### config.mk
export PLATFORM = sky130hd
export DESIGN_NAME = io_stream_read_array_burst
export DESIGN_NICKNAME = d
export VERILOG_FILES = /design/src/rtl/io_stream_read_array_burst_pkg.sv /design/src/rtl/io_stream_read_array_burst_fifo.sv /design/src/rtl/io_stream_read_array_burst.sv
export SDC_FILE = /design/constraint.sdc
export NUM_CORES = 1
export LEC_CHECK = 0
export ABC_AREA = 1
export CAP_MARGIN = 0
export CELL_PAD_IN_SITES_DETAIL_PLACEMENT = 0
export CELL_PAD_IN_SITES_GLOBAL_PLACEMENT = 2
export CORE_ASPECT_RATIO = 0.5
export CORE_MARGIN = 8
export CORE_UTILIZATION = 29
export DETAILED_ROUTE_END_ITERATION = 10
export PLACE_DENSITY = 0.73
export SLEW_MARGIN = 20
export SYNTH_ARGS = -nofsm -noshare
export SYNTH_HDL_FRONTEND = slang
export SYNTH_HIERARCHICAL = 1
export SYNTH_SLANG_ARGS = --single-unit
### constraint.sdc
create_clock -name clk -period 2.6 [get_ports clk]
set_input_delay 0.52 -clock clk [delete_from_list [all_inputs] [get_ports clk]]
set_output_delay 0.52 -clock clk [all_outputs]
set_load 0.02 [all_outputs]
### src/rtl/io_stream_read_array_burst_pkg.sv
// -----------------------------------------------------------------------------
// io_stream_read_array_burst_pkg
// Shared primitives for the burst array reader: FSM state encoding and the
// default parameter values used by the top and its response buffer.
// -----------------------------------------------------------------------------
package io_stream_read_array_burst_pkg;

  localparam int unsigned DEF_INT_N  = 8;  // element data width
  localparam int unsigned DEF_ADDR_N = 8;  // array address width
  localparam int unsigned DEF_LEN_N  = 4;  // burst-length field width
  localparam int unsigned DEF_LAT    = 1;  // array read latency in cycles
  localparam int unsigned DEF_DEPTH  = 4;  // response buffer entries

  typedef enum logic [0:0] {
    ST_IDLE  = 1'b0,
    ST_ISSUE = 1'b1
  } state_e;

endpackage

### src/rtl/io_stream_read_array_burst_fifo.sv
// -----------------------------------------------------------------------------
// io_stream_fifo
// Response buffer: power-of-two circular FIFO with a registered occupancy
// count. The head entry is shown combinationally from storage and forced to
// zero while the buffer is empty so no stale entry is visible.
//
// Ports
//   clk        in   rising-edge clock
//   nrst       in   asynchronous active-low reset
//   i_wr_en    in   push i_wr_data
//   i_wr_data  in   WIDTH bits
//   i_rd_en    in   pop head entry
//   o_rd_data  out  head entry (zero when empty)
//   o_count    out  current occupancy
//   o_empty    out  occupancy is zero
// -----------------------------------------------------------------------------
module io_stream_fifo #(
  parameter int unsigned WIDTH = 9,
  parameter int unsigned DEPTH = 4
) (
  input  logic                       clk,
  input  logic                       nrst,
  input  logic                       i_wr_en,
  input  logic [WIDTH-1:0]           i_wr_data,
  input  logic                       i_rd_en,
  output logic [WIDTH-1:0]           o_rd_data,
  output logic [$clog2(DEPTH+1)-1:0] o_count,
  output logic                       o_empty
);

  localparam int unsigned AW = $clog2(DEPTH);
  localparam int unsigned CW = $clog2(DEPTH + 1);

  logic [WIDTH-1:0] r_mem [DEPTH];
  logic [AW-1:0]    r_wr_ptr;
  logic [AW-1:0]    r_rd_ptr;
  logic [CW-1:0]    r_count;
  logic             w_wr;
  logic             w_rd;

  // Protective gating: a push into a full buffer or a pop from an empty one is ignored.
  assign w_wr = i_wr_en && (r_count != CW'(DEPTH));
  assign w_rd = i_rd_en && (r_count != {CW{1'b0}});

  assign o_count   = r_count;
  assign o_empty   = (r_count == {CW{1'b0}});
  assign o_rd_data = o_empty ? {WIDTH{1'b0}} : r_mem[r_rd_ptr];

  // Storage, pointers and occupancy; pointers wrap naturally at DEPTH.
  always_ff @(posedge clk or negedge nrst) begin
    if (!nrst) begin
      for (int i = 0; i < int'(DEPTH); i++) begin
        r_mem[i] <= {WIDTH{1'b0}};
      end
      r_wr_ptr <= {AW{1'b0}};
      r_rd_ptr <= {AW{1'b0}};
      r_count  <= {CW{1'b0}};
    end else begin
      if (w_wr) begin
        r_mem[r_wr_ptr] <= i_wr_data;
        r_wr_ptr        <= r_wr_ptr + AW'(1'b1);
      end
      if (w_rd) begin
        r_rd_ptr <= r_rd_ptr + AW'(1'b1);
      end
      case ({w_wr, w_rd})
        2'b10:   r_count <= r_count + CW'(1'b1);
        2'b01:   r_count <= r_count - CW'(1'b1);
        default: r_count <= r_count;  // idle, or push and pop together
      endcase
    end
  end

endmodule

### src/rtl/io_stream_read_array_burst.sv
// -----------------------------------------------------------------------------
// io_stream_read_array_burst
// Accepts (base address, length) commands and streams that many consecutive
// array elements out in order, with sOut_last marking the final beat. Array
// reads are issued only while the response buffer has room for everything
// already requested, so the fixed-latency array never has to be stalled.
//
// Ports
//   clk, nrst                   clock, asynchronous active-low reset
//   sIn, sIn_len                command base address / burst length
//   sIn_valid, sIn_ready        command handshake
//   sOut, sOut_last             read data / final beat of burst
//   sOut_valid, sOut_ready      output handshake
//   arr_addr, arr_valid         array read request
//   arr_ready                   array accepts request
//   arr_data                    array data, valid LAT cycles after accept
// -----------------------------------------------------------------------------
module io_stream_read_array_burst
  import io_stream_read_array_burst_pkg::*;
#(
  parameter int unsigned intN  = DEF_INT_N,
  parameter int unsigned addrN = DEF_ADDR_N,
  parameter int unsigned LENN  = DEF_LEN_N,
  parameter int unsigned LAT   = DEF_LAT,
  parameter int unsigned DEPTH = DEF_DEPTH
) (
  input  logic             clk,
  input  logic             nrst,
  input  logic [addrN-1:0] sIn,
  input  logic [LENN-1:0]  sIn_len,
  input  logic             sIn_valid,
  output logic             sIn_ready,
  output logic [intN-1:0]  sOut,
  output logic             sOut_last,
  output logic             sOut_valid,
  input  logic             sOut_ready,
  output logic [addrN-1:0] arr_addr,
  output logic             arr_valid,
  input  logic             arr_ready,
  input  logic [intN-1:0]  arr_data
);

  localparam int unsigned CW = $clog2(DEPTH + 1);

  state_e           r_state;
  state_e           w_state_nxt;
  logic [addrN-1:0] r_addr;
  logic [addrN-1:0] w_addr_nxt;
  logic [LENN-1:0]  r_remaining;
  logic [LENN-1:0]  w_remaining_nxt;
  logic             r_sin_ready;
  logic [LAT-1:0]   r_pipe_valid;
  logic [LAT-1:0]   r_pipe_last;
  logic             w_cmd_acc;
  logic             w_arr_acc;
  logic             w_out_acc;
  logic             w_arr_last;
  logic             w_credit_ok;
  logic [15:0]      w_inflight;
  logic [15:0]      w_used;
  logic [CW-1:0]    w_count;
  logic             w_empty;
  logic [intN:0]    w_head;

  assign sIn_ready  = r_sin_ready;
  assign w_cmd_acc  = sIn_valid && r_sin_ready;
  assign arr_addr   = r_addr;
  assign arr_valid  = (r_state == ST_ISSUE) && w_credit_ok;
  assign w_arr_acc  = arr_valid && arr_ready;
  assign w_arr_last = (r_remaining == LENN'(1'b1));
  assign sOut_valid = !w_empty;
  assign w_out_acc  = sOut_valid && sOut_ready;
  assign sOut       = w_head[intN-1:0];
  assign sOut_last  = w_head[intN];

  // Credit check: reads in the pipe plus buffered beats must fit in the
  // buffer. A pop this cycle frees a slot now, which keeps 1 beat/cycle
  // possible even when DEPTH is only LAT+1.
  always_comb begin
    w_inflight = 16'd0;
    for (int i = 0; i < int'(LAT); i++) begin
      w_inflight = w_inflight + 16'(r_pipe_valid[i]);
    end
    w_used      = w_inflight + 16'(w_count);
    w_credit_ok = (w_used < (16'(DEPTH) + 16'(w_out_acc)));
  end

  // Command FSM next-state: latch a burst in IDLE, step address/count in ISSUE.
  always_comb begin
    w_state_nxt     = r_state;
    w_addr_nxt      = r_addr;
    w_remaining_nxt = r_remaining;
    case (r_state)
      ST_IDLE: begin
        // Zero-length commands are accepted and dropped without leaving IDLE.
        if (w_cmd_acc && (sIn_len != {LENN{1'b0}})) begin
          w_addr_nxt      = sIn;
          w_remaining_nxt = sIn_len;
          w_state_nxt     = ST_ISSUE;
        end else begin
          w_state_nxt = ST_IDLE;
        end
      end
      ST_ISSUE: begin
        if (w_arr_acc) begin
          w_addr_nxt      = r_addr + addrN'(1'b1);
          w_remaining_nxt = r_remaining - LENN'(1'b1);
          w_state_nxt     = w_arr_last ? ST_IDLE : ST_ISSUE;
        end else begin
          w_state_nxt = ST_ISSUE;
        end
      end
      default: begin
        w_state_nxt = ST_IDLE;
      end
    endcase
  end

  // FSM state and burst registers; command ready follows the next state.
  always_ff @(posedge clk or negedge nrst) begin
    if (!nrst) begin
      r_state     <= ST_IDLE;
      r_addr      <= {addrN{1'b0}};
      r_remaining <= {LENN{1'b0}};
      r_sin_ready <= 1'b0;
    end else begin
      r_state     <= w_state_nxt;
      r_addr      <= w_addr_nxt;
      r_remaining <= w_remaining_nxt;
      r_sin_ready <= (w_state_nxt == ST_IDLE);
    end
  end

  // Read-latency pipe: the tail stage marks the edge at which arr_data holds
  // the element for an accept made LAT cycles earlier.
  always_ff @(posedge clk or negedge nrst) begin
    if (!nrst) begin
      r_pipe_valid <= {LAT{1'b0}};
      r_pipe_last  <= {LAT{1'b0}};
    end else begin
      r_pipe_valid[0] <= w_arr_acc;
      r_pipe_last[0]  <= w_arr_acc && w_arr_last;
      for (int i = 1; i < int'(LAT); i++) begin
        r_pipe_valid[i] <= r_pipe_valid[i-1];
        r_pipe_last[i]  <= r_pipe_last[i-1];
      end
    end
  end

  io_stream_fifo #(
    .WIDTH (intN + 1),
    .DEPTH (DEPTH)
  ) u_fifo (
    .clk       (clk),
    .nrst      (nrst),
    .i_wr_en   (r_pipe_valid[LAT-1]),
    .i_wr_data ({r_pipe_last[LAT-1], arr_data}),
    .i_rd_en   (w_out_acc),
    .o_rd_data (w_head),
    .o_count   (w_count),
    .o_empty   (w_empty)
  );

endmodule

==> results by group, run 1 <==
Run status
  • Outcome: completed

CTS
  • Reg clk slew, reported paths: 50 ps
  • Clock Sinks: 59
  • CTS tree: built
  • Clock root buffer: clkbuf_16
  • H-Tree Depth: 3
  • Hold_buf cts: 0
  • Worst skew pair latency: 330 ps
  • CTS buffer count: 9
  • Max clock buf depth: 2

Timing
  • Final Hold Fails: 0
  • # setup viols final: 0
  • Clock skew: 2.97 ps
  • Setup TNS after final layout: 0 ps
  • Worst-Margin Slew: 543 ps
  • Pins Over Slew Limit: 0
  • Tcrit/Tclk final: 92.7%
  • Final setup margin: 189 ps
  • Min Clock Period, post-route: 2410 ps
  • RSZ-0062 raised after global routing: false
  • Max Freq: 0.415 GHz
  • Rel. slew slack: 63.8%

Logic synthesis
  • Post-synth cell types: 26
  • Syn avg cell area: 7.39 um2
  • Most common cell in the netlist: nand2_1
  • Sequential element share of the synthesized area: 42.7%
  • Share of the synthesized area in the top cell type: 42.7%
  • Ys async rst share: 100%
  • Yosys warns: 6
  • Cell area after synthesis: 0.00346 mm2
  • Post-synth top flop: dfrtp_1
  • Leading area contributor after synthesis: dfrtp_1
  • Post-synth EDFFs: 0
  • Synth Register Bits: 59
  • Synth area leaders: dfrtp_1 (43%), nand2_1 (20%), nand4_1 (7.0%)
  • Synth cell count leaders: nand2_1 (182), inv_1 (62), dfrtp_1 (59), nand3_1 (42), nand4_1 (39)
  • Cells after Synth: 468
  • Synth Net Count: 504

Route
  • DR DRC count: 0
  • Wire per inst: 14.6 um
  • Final antenna-violating net count: 0
  • DR vias: 3067
  • Vias per cell: 4.47
  • DRT iter0 DRCs: 174
  • Pre-antenna DRT Iters: 4
  • WL final: 9990 um

Worst setup path
  • Crit path max-delay family: adder cells
  • Max incr delay on CP: 410 ps
  • CP Data Arrival Time: 1890 ps
  • Worst R2R Path Depth: 13
  • Startpoint Class: flop
  • Crit. Startpoint: u_fifo/o_count[0]
  • R2R Setup Slk: 560 ps
  • Crit path depth: 8
  • CP Capture Point: arr_valid
  • Req. time, crit path: 2080 ps
  • Critical Path Slowest Stage Cell: dfrtp_1
  • CP endpoint kind: output port
  • Worst reg2reg path startpoint: u_fifo/o_count[2]
  • Critical-path cell list: ha_1 -> ha_1 -> nor2_1 -> nand2_1 -> nand2_2 -> nand2_1 -> inv_1 -> dlygate4sd2_1
  • CP bufs+invs: 2
  • Critical path class: flop to output port
  • Worst R2R End: u_fifo/o_count[2]
  • Maximum fanout along the worst path: 3

Final layout
  • Fill cell count: 1257
  • Util after Layout: 37.2%
  • Nets: 552
  • Register area: 0.00148 mm2
  • Layout area overhead: 26.0%
  • Final Cell Area: 0.00436 mm2
  • Area of the multi-input gates: 0.00160 mm2
  • N_diodes: 0
  • Share of cells above drive strength 1: 9.21%

Placed design
  • Place WS: 28.5 ps
  • Area of placed instances: 0.00408 mm2
  • Final HPWL DP: 6450 um
  • IO Port Bufs: 44
  • Placer Congestion: 0.705

Floorplan
  • Die width: 170 um
  • Die height: 93.2 um
  • Starting Density: 29.5%
  • Core area: 0.0117 mm2
  • Die area: 0.0159 mm2
  • IO Pins: 45
  • Row count: 28

Flow run
  • Max-cap viol count: 0

Global route
  • Global-route wire length before repair: 16500 um
  • Vias in the first global route: 3092
  • Largest net degree at the start of global routing: 60
  • Initial antenna violation count: 0
  • Gr usage total: 13.4%
  • Remaining Overflow, GRT: 0

Power and ir drop
  • Leakage: 2.26 nW
  • Maximum VDD drop: 0.361 mV
  • Pwr/cell area: 1350 mW/mm2

Worst hold path
  • HP Class: primary input to async pin
==> placed cells by master, fill, tap and decap left out, types with 4 or more instances in the layout <==
| cell | n |
|---|---|
| inv_2 | 4 |
| inv_1 | 62 |
| nor2_1 | 8 |
| dlygate4sd2_1 | 6 |
| nand3_2 | 5 |
| dlymetal6s2s_1 | 4 |
| nand4_1 | 39 |
| clkdlybuf4s50_1 | 33 |
| nand3_1 | 42 |
| clkbuf_16 | 9 |
| nand2_1 | 182 |
| dfrtp_1 | 57 |
| buf_4 | 12 |
| a21oi_1 | 9 |
| o21ai_0 | 11 |
| ha_1 | 10 |
==> logic make-up (layout without fill, tap and decap cells) <==
group,Yosys count,after routing,share of synthesized area (%)
compound gates,23,23,3.47
xor+xnor,2,2,0.506
fa+ha+maj,11,11,4.19
buf+inv,87,140,11.1
flops,59,59,42.7
simple gates,286,286,38.1
==> routing by layer <==
layer  up-vias  GRT usage (%)  share of wire (%)
li1       1586              -                  -
met1      1410           17.9                 51
met2        62           21.0                 43
met3         9           3.87                4.7
met4         0           3.63               0.82
met5         -              0                  0
==> through the flow <==
step                instances  total power [mW]  hold slack (ps)
finish                    686              5.87              185
global route              686              6.45              220
CTS                       686              5.98              204
detailed placement        670              4.91              458
global placement          670              4.88              454
floorplan                 468              3.77              224
==> what timing repair did <==
action                                  in CTS  in global routing
endpoints found under the setup margin      10                  4
cloned                                       0                  0
resized for setup                            8                  4
setup buffers                                0                  0
==> flip-flops by register name, summed over array words and instances (netlist names) <==
name             count
r_pipe_last          1
u_fifo/r_wr_ptr      2
arr_addr             8
u_fifo/r_mem        36
sIn_ready            1
u_fifo/r_rd_ptr      2
r_state              1
r_pipe_valid         1
u_fifo/o_count       3
r_remaining          4
==> worst reg2reg max path, delay by kind of cell (launching register included) <==
| kind | cells | cell delay, ps |
|---|---|---|
| adder cells (fa/ha/maj) | 2 | 530 |
| buffers and inverters | 4 | 290 |
| flip-flops | 1 | 430 |
| AND/OR/NAND/NOR | 7 | 680 |
==> how the worst min path moves through the flow <==
stage	endpoint	slack, ps
2_1_floorplan	arr_addr[0]	220
3_3_place_gp	u_fifo/r_mem[11]	450
3_5_place_dp	u_fifo/r_mem[7]	460
4_1_cts	r_remaining[1]	200
5_1_grt	sIn_ready	220
6_report	r_remaining[1]	180
==> final cells by class <==
class	count	area share, %
inverters	67	5.77
flip-flops and latches	59	33.9
clock inverters	2	0.230
multi-input cells	322	36.7
clock buffers	14	6.05
repair buffers	57	12.6
well taps	165	4.73
==> where the power goes <==
group / internal, mW / switching, mW / total, mW
Clock: 0.694 / 0.404 / 1.10
Combinational: 1.14 / 1.95 / 3.09
Sequential: 1.36 / 0.315 / 1.68
No activity file was read; power rests on OpenSTA's default activity.
==> run 2, diff against run 1 <==
--- a/config.mk
+++ b/config.mk
@@ -12,10 +12,11 @@
 export CORE_ASPECT_RATIO = 0.5
 export CORE_MARGIN = 8
 export CORE_UTILIZATION = 29
+export CTS_CLUSTER_SIZE = 16
 export DETAILED_ROUTE_END_ITERATION = 10
-export PLACE_DENSITY = 0.73
+export MAX_ROUTING_LAYER = met4
+export PLACE_DENSITY = 0.72
 export SLEW_MARGIN = 20
 export SYNTH_ARGS = -nofsm -noshare
 export SYNTH_HDL_FRONTEND = slang
-export SYNTH_HIERARCHICAL = 1
 export SYNTH_SLANG_ARGS = --single-unit
==> run 2 against run 1 <==
Net effect:
- via count fell by 17%
- largest cell class is now registers
- worst setup slack got worse by 110 ps
- maximum frequency fell by 4.5%
- global-route usage fell by 0.99 points
- utilization rose by 1.8 points
- final cell count fell by 16%
- total power fell by 5.9%
- non-clock buffer count fell by 5
- sequential cell count did not move
- clock-buffer cell count fell by 4
- critical endpoint is now sOut[4]
- clock power rose by 16%
- critical path depth fell by 2
==> results by group, run 2 <==
Timing
  • Final setup margin: 75.4 ps (was 189 ps)
  • Tcrit/Tclk final: 97.1% (was 92.7%)
  • Worst-Margin Slew: 789 ps (was 543 ps)
  • Final Hold Fails: 0 (unchanged)
  • Clock skew: 5.16 ps (was 2.97 ps)
  • Setup TNS after final layout: 0 ps (unchanged)
  • Max Freq: 0.396 GHz (was 0.415 GHz)
  • Pins Over Slew Limit: 0 (unchanged)
  • Min Clock Period, post-route: 2520 ps (was 2410 ps)
  • Hold WS: 352 ps (was 185 ps)
  • Rel. slew slack: 47.4% (was 63.8%)
  • RSZ-0062 raised after global routing: false (unchanged)
  • # setup viols final: 0 (unchanged)

Final layout
  • Share of cells above drive strength 1: 9.20% (was 9.21%)
  • Final Cell Area: 0.00399 mm2 (was 0.00436 mm2)
  • Nets: 466 (was 552)
  • Fill cell count: 1096 (was 1257)
  • Most flops, register: u_fifo.r_mem (was u_fifo/r_mem)
  • Most frequent cells in the layout: nand2_1 (95), dfrtp_1 (59), o21ai_0 (57), nor2_1 (44), clkdlybuf4s50_1 (36) (was nand2_1 (182), inv_1 (62), dfrtp_1 (57), nand3_1 (42), nand4_1 (39))
  • Area of the multi-input gates: 0.00137 mm2 (was 0.00160 mm2)
  • Layout area overhead: 30.1% (was 26.0%)
  • Finished Layout Cells: 575 (was 686)
  • N_diodes: 0 (unchanged)
  • Max reg flops: 36 (unchanged)
  • Most common cell after layout, fill and taps aside: nand2_1 (unchanged)
  • Register area: 0.00148 mm2 (about the same)

Route
  • Wire per inst: 13.9 um (was 14.6 um)
  • Final antenna-violating net count: 0 (unchanged)
  • WL final: 7980 um (was 9990 um)
  • DR vias: 2548 (was 3067)
  • DR DRC count: 0 (unchanged)
  • Vias per cell: 4.43 (was 4.47)
  • DRT iter0 DRCs: 103 (was 174)
  • Pre-antenna DRT Iters: 6 (was 4)

Power and ir drop
  • Clk pwr share: 23.3% (was 18.7%)
  • Combinational fraction of design power: 46.3% (was 52.7%)
  • Seq pwr share: 30.4% (was 28.6%)
  • Switching Share: 41.0% (was 45.5%)
  • Net Switching: 2.27 mW (was 2.67 mW)
  • Leakage: 1.98 nW (was 2.26 nW)
  • Maximum VDD drop: 0.365 mV (was 0.361 mV)
  • Internal: 3.26 mW (was 3.20 mW)
  • Pwr/cell area: 1380 mW/mm2 (was 1350 mW/mm2)

Placed design
  • Final HPWL DP: 5330 um (was 6450 um)
  • IO Port Bufs: 44 (unchanged)
  • Placer Congestion: 0.755 (was 0.705)
  • Area of placed instances: 0.00366 mm2 (was 0.00408 mm2)
  • Place WS: 206 ps (was 28.5 ps)
  • Placed insts: 559 (was 670)

Run status
  • Outcome: completed (unchanged)

Worst setup path
  • Req. time, crit path: 2080 ps (about the same)
  • Critical-path cell list: buf_12 -> inv_2 -> buf_4 -> o21ai_0 -> a21oi_1 -> clkdlybuf4s50_1 (was ha_1 -> ha_1 -> nor2_1 -> nand2_1 -> nand2_2 -> nand2_1 -> inv_1 -> dlygate4sd2_1)
  • Crit path depth: 6 (was 8)
  • Maximum fanout along the worst path: 19 (was 3)
  • Max incr delay on CP: 620 ps (was 410 ps)
  • CP bufs+invs: 4 (was 2)
  • Worst R2R Path Depth: 9 (was 13)
  • Critical path class: flop to output port (unchanged)
  • Crit path max-delay family: buffers and inverters (was adder cells)
  • Critical Path Slowest Stage Cell: clkdlybuf4s50_1 (was dfrtp_1)
  • CP Data Arrival Time: 2000 ps (was 1890 ps)
  • CP endpoint kind: output port (unchanged)
  • Startpoint Class: flop (unchanged)

Global route
  • Global-route wire length before repair: 13500 um (was 16500 um)
  • Remaining Overflow, GRT: 0 (unchanged)
  • Initial antenna violation count: 0 (unchanged)
  • Gr usage total: 12.4% (was 13.4%)
  • Largest net degree at the start of global routing: 60 (unchanged)
  • Vias in the first global route: 2717 (was 3092)

Floorplan
  • Core area: 0.0102 mm2 (was 0.0117 mm2)
  • Die area: 0.0143 mm2 (was 0.0159 mm2)
  • Starting Density: 30.0% (was 29.5%)
  • Die width: 162 um (was 170 um)
  • Die height: 88.8 um (was 93.2 um)
  • IO Pins: 45 (unchanged)
  • Row count: 26 (was 28)

Logic synthesis
  • Syn avg cell area: 8.08 um2 (was 7.39 um2)
  • Yosys warns: 0 (was 6)
  • Synth Net Count: 416 (was 504)
  • Cells after Synth: 380 (was 468)
  • Share of the synthesized area in the top cell type: 48.1% (was 42.7%)
  • Cell area after synthesis: 0.00307 mm2 (was 0.00346 mm2)
  • Post-synth top flop: dfrtp_1 (unchanged)
  • Synth Register Bits: 59 (unchanged)
  • Most common cell in the netlist: nand2_1 (unchanged)
  • Post-synth EDFFs: 0 (unchanged)
  • Leading area contributor after synthesis: dfrtp_1 (unchanged)
  • Synth cell count leaders: nand2_1 (95), dfrtp_1 (59), o21ai_0 (57), nor2_1 (44), inv_1 (30) (was nand2_1 (182), inv_1 (62), dfrtp_1 (59), nand3_1 (42), nand4_1 (39))
  • Synth area leaders: dfrtp_1 (48%), nand2_1 (12%), o21ai_0 (9.3%) (was dfrtp_1 (43%), nand2_1 (20%), nand4_1 (7.0%))
  • Post-synth cell types: 27 (was 26)
  • Sequential element share of the synthesized area: 48.1% (was 42.7%)
  • Ys async rst share: 100% (unchanged)

CTS
  • Clock root buffer: clkbuf_16 (unchanged)
  • Total setup buffers inserted after CTS: 0 (unchanged)
  • PostCTS Resize Cnt: 4 (was 8)
  • Reg clk slew, reported paths: 50 ps (about the same)
  • Hold_buf cts: 0 (unchanged)
  • CTS tree: built (unchanged)
  • Clock Sinks: 59 (unchanged)
  • Worst skew pair latency: 330 ps (about the same)
  • H-Tree Depth: 3 (unchanged)
  • Max clock buf depth: 2 (unchanged)
  • CTS buffer count: 9 (unchanged)

Worst hold path
  • HP Class: primary input to async pin (unchanged)

Flow run
  • Max-cap viol count: 0 (unchanged)
-- run 2: area by class of cell --
type / instances / area share, %
Clock inverter: 6 / 2.22
Sequential cell: 59 / 37.0
Tap cell: 140 / 4.39
Timing Repair Buffer: 52 / 12.8
Inverter: 35 / 3.45
Clock buffer: 10 / 5.98
Multi-Input combinational cell: 273 / 34.2
-- run 2: power by group through the flow --
stage / Combinational (mW) / Clock, mW / Sequential [mW]
floorplan: 1.70 / 0 / 1.67
global placement: 2.60 / 0 / 1.68
detailed placement: 2.65 / 0 / 1.69
CTS: 2.61 / 1.33 / 1.68
global route: 2.92 / 1.37 / 1.74
finish: 2.56 / 1.28 / 1.68
-- run 2: cells by family after synthesis --
kind of cell,count (synthesis),synth area share [%]
AO/OA/AOI/OAI,78,12.9
buffers and inverters,48,7.42
AND/OR/NAND/NOR,177,24.9
XOR/XNOR,7,2.00
adder cells (fa/ha/maj),11,4.73
flip-flops,59,48.1
-- run 2: per-stage QoR --
stage / power (mW) / utilization, %
2_1_floorplan: 3.37 / -
3_3_place_gp: 4.28 / 35.7
3_5_place_dp: 4.34 / 35.7
4_1_cts: 5.62 / 38.9
5_1_grt: 6.03 / 39.0
6_report: 5.52 / 39.0
-- run 2: path summary, 6_finish.rpt --
path                       slack [ps]                from                end
min in group clk                  480     u_fifo.r_mem[2]    u_fifo.r_mem[2]
max in group asynchronous        1730                nrst        arr_addr[5]
hold / removal                    350                nrst            r_state
hold reg to reg                   480     u_fifo.r_mem[2]    u_fifo.r_mem[2]
setup / recovery                   80  u_fifo.r_rd_ptr[0]            sOut[4]
setup reg to reg                  670   u_fifo.o_count[1]  u_fifo.o_count[2]
-- run 2: layer usage --
metal,vias up,GRT usage [%],wire length (um)
met5,-,-,0
met4,0,3.84,58
met3,7,4.32,371
met2,45,19.7,3570
met1,1170,14.8,3980
li1,1326,-,-
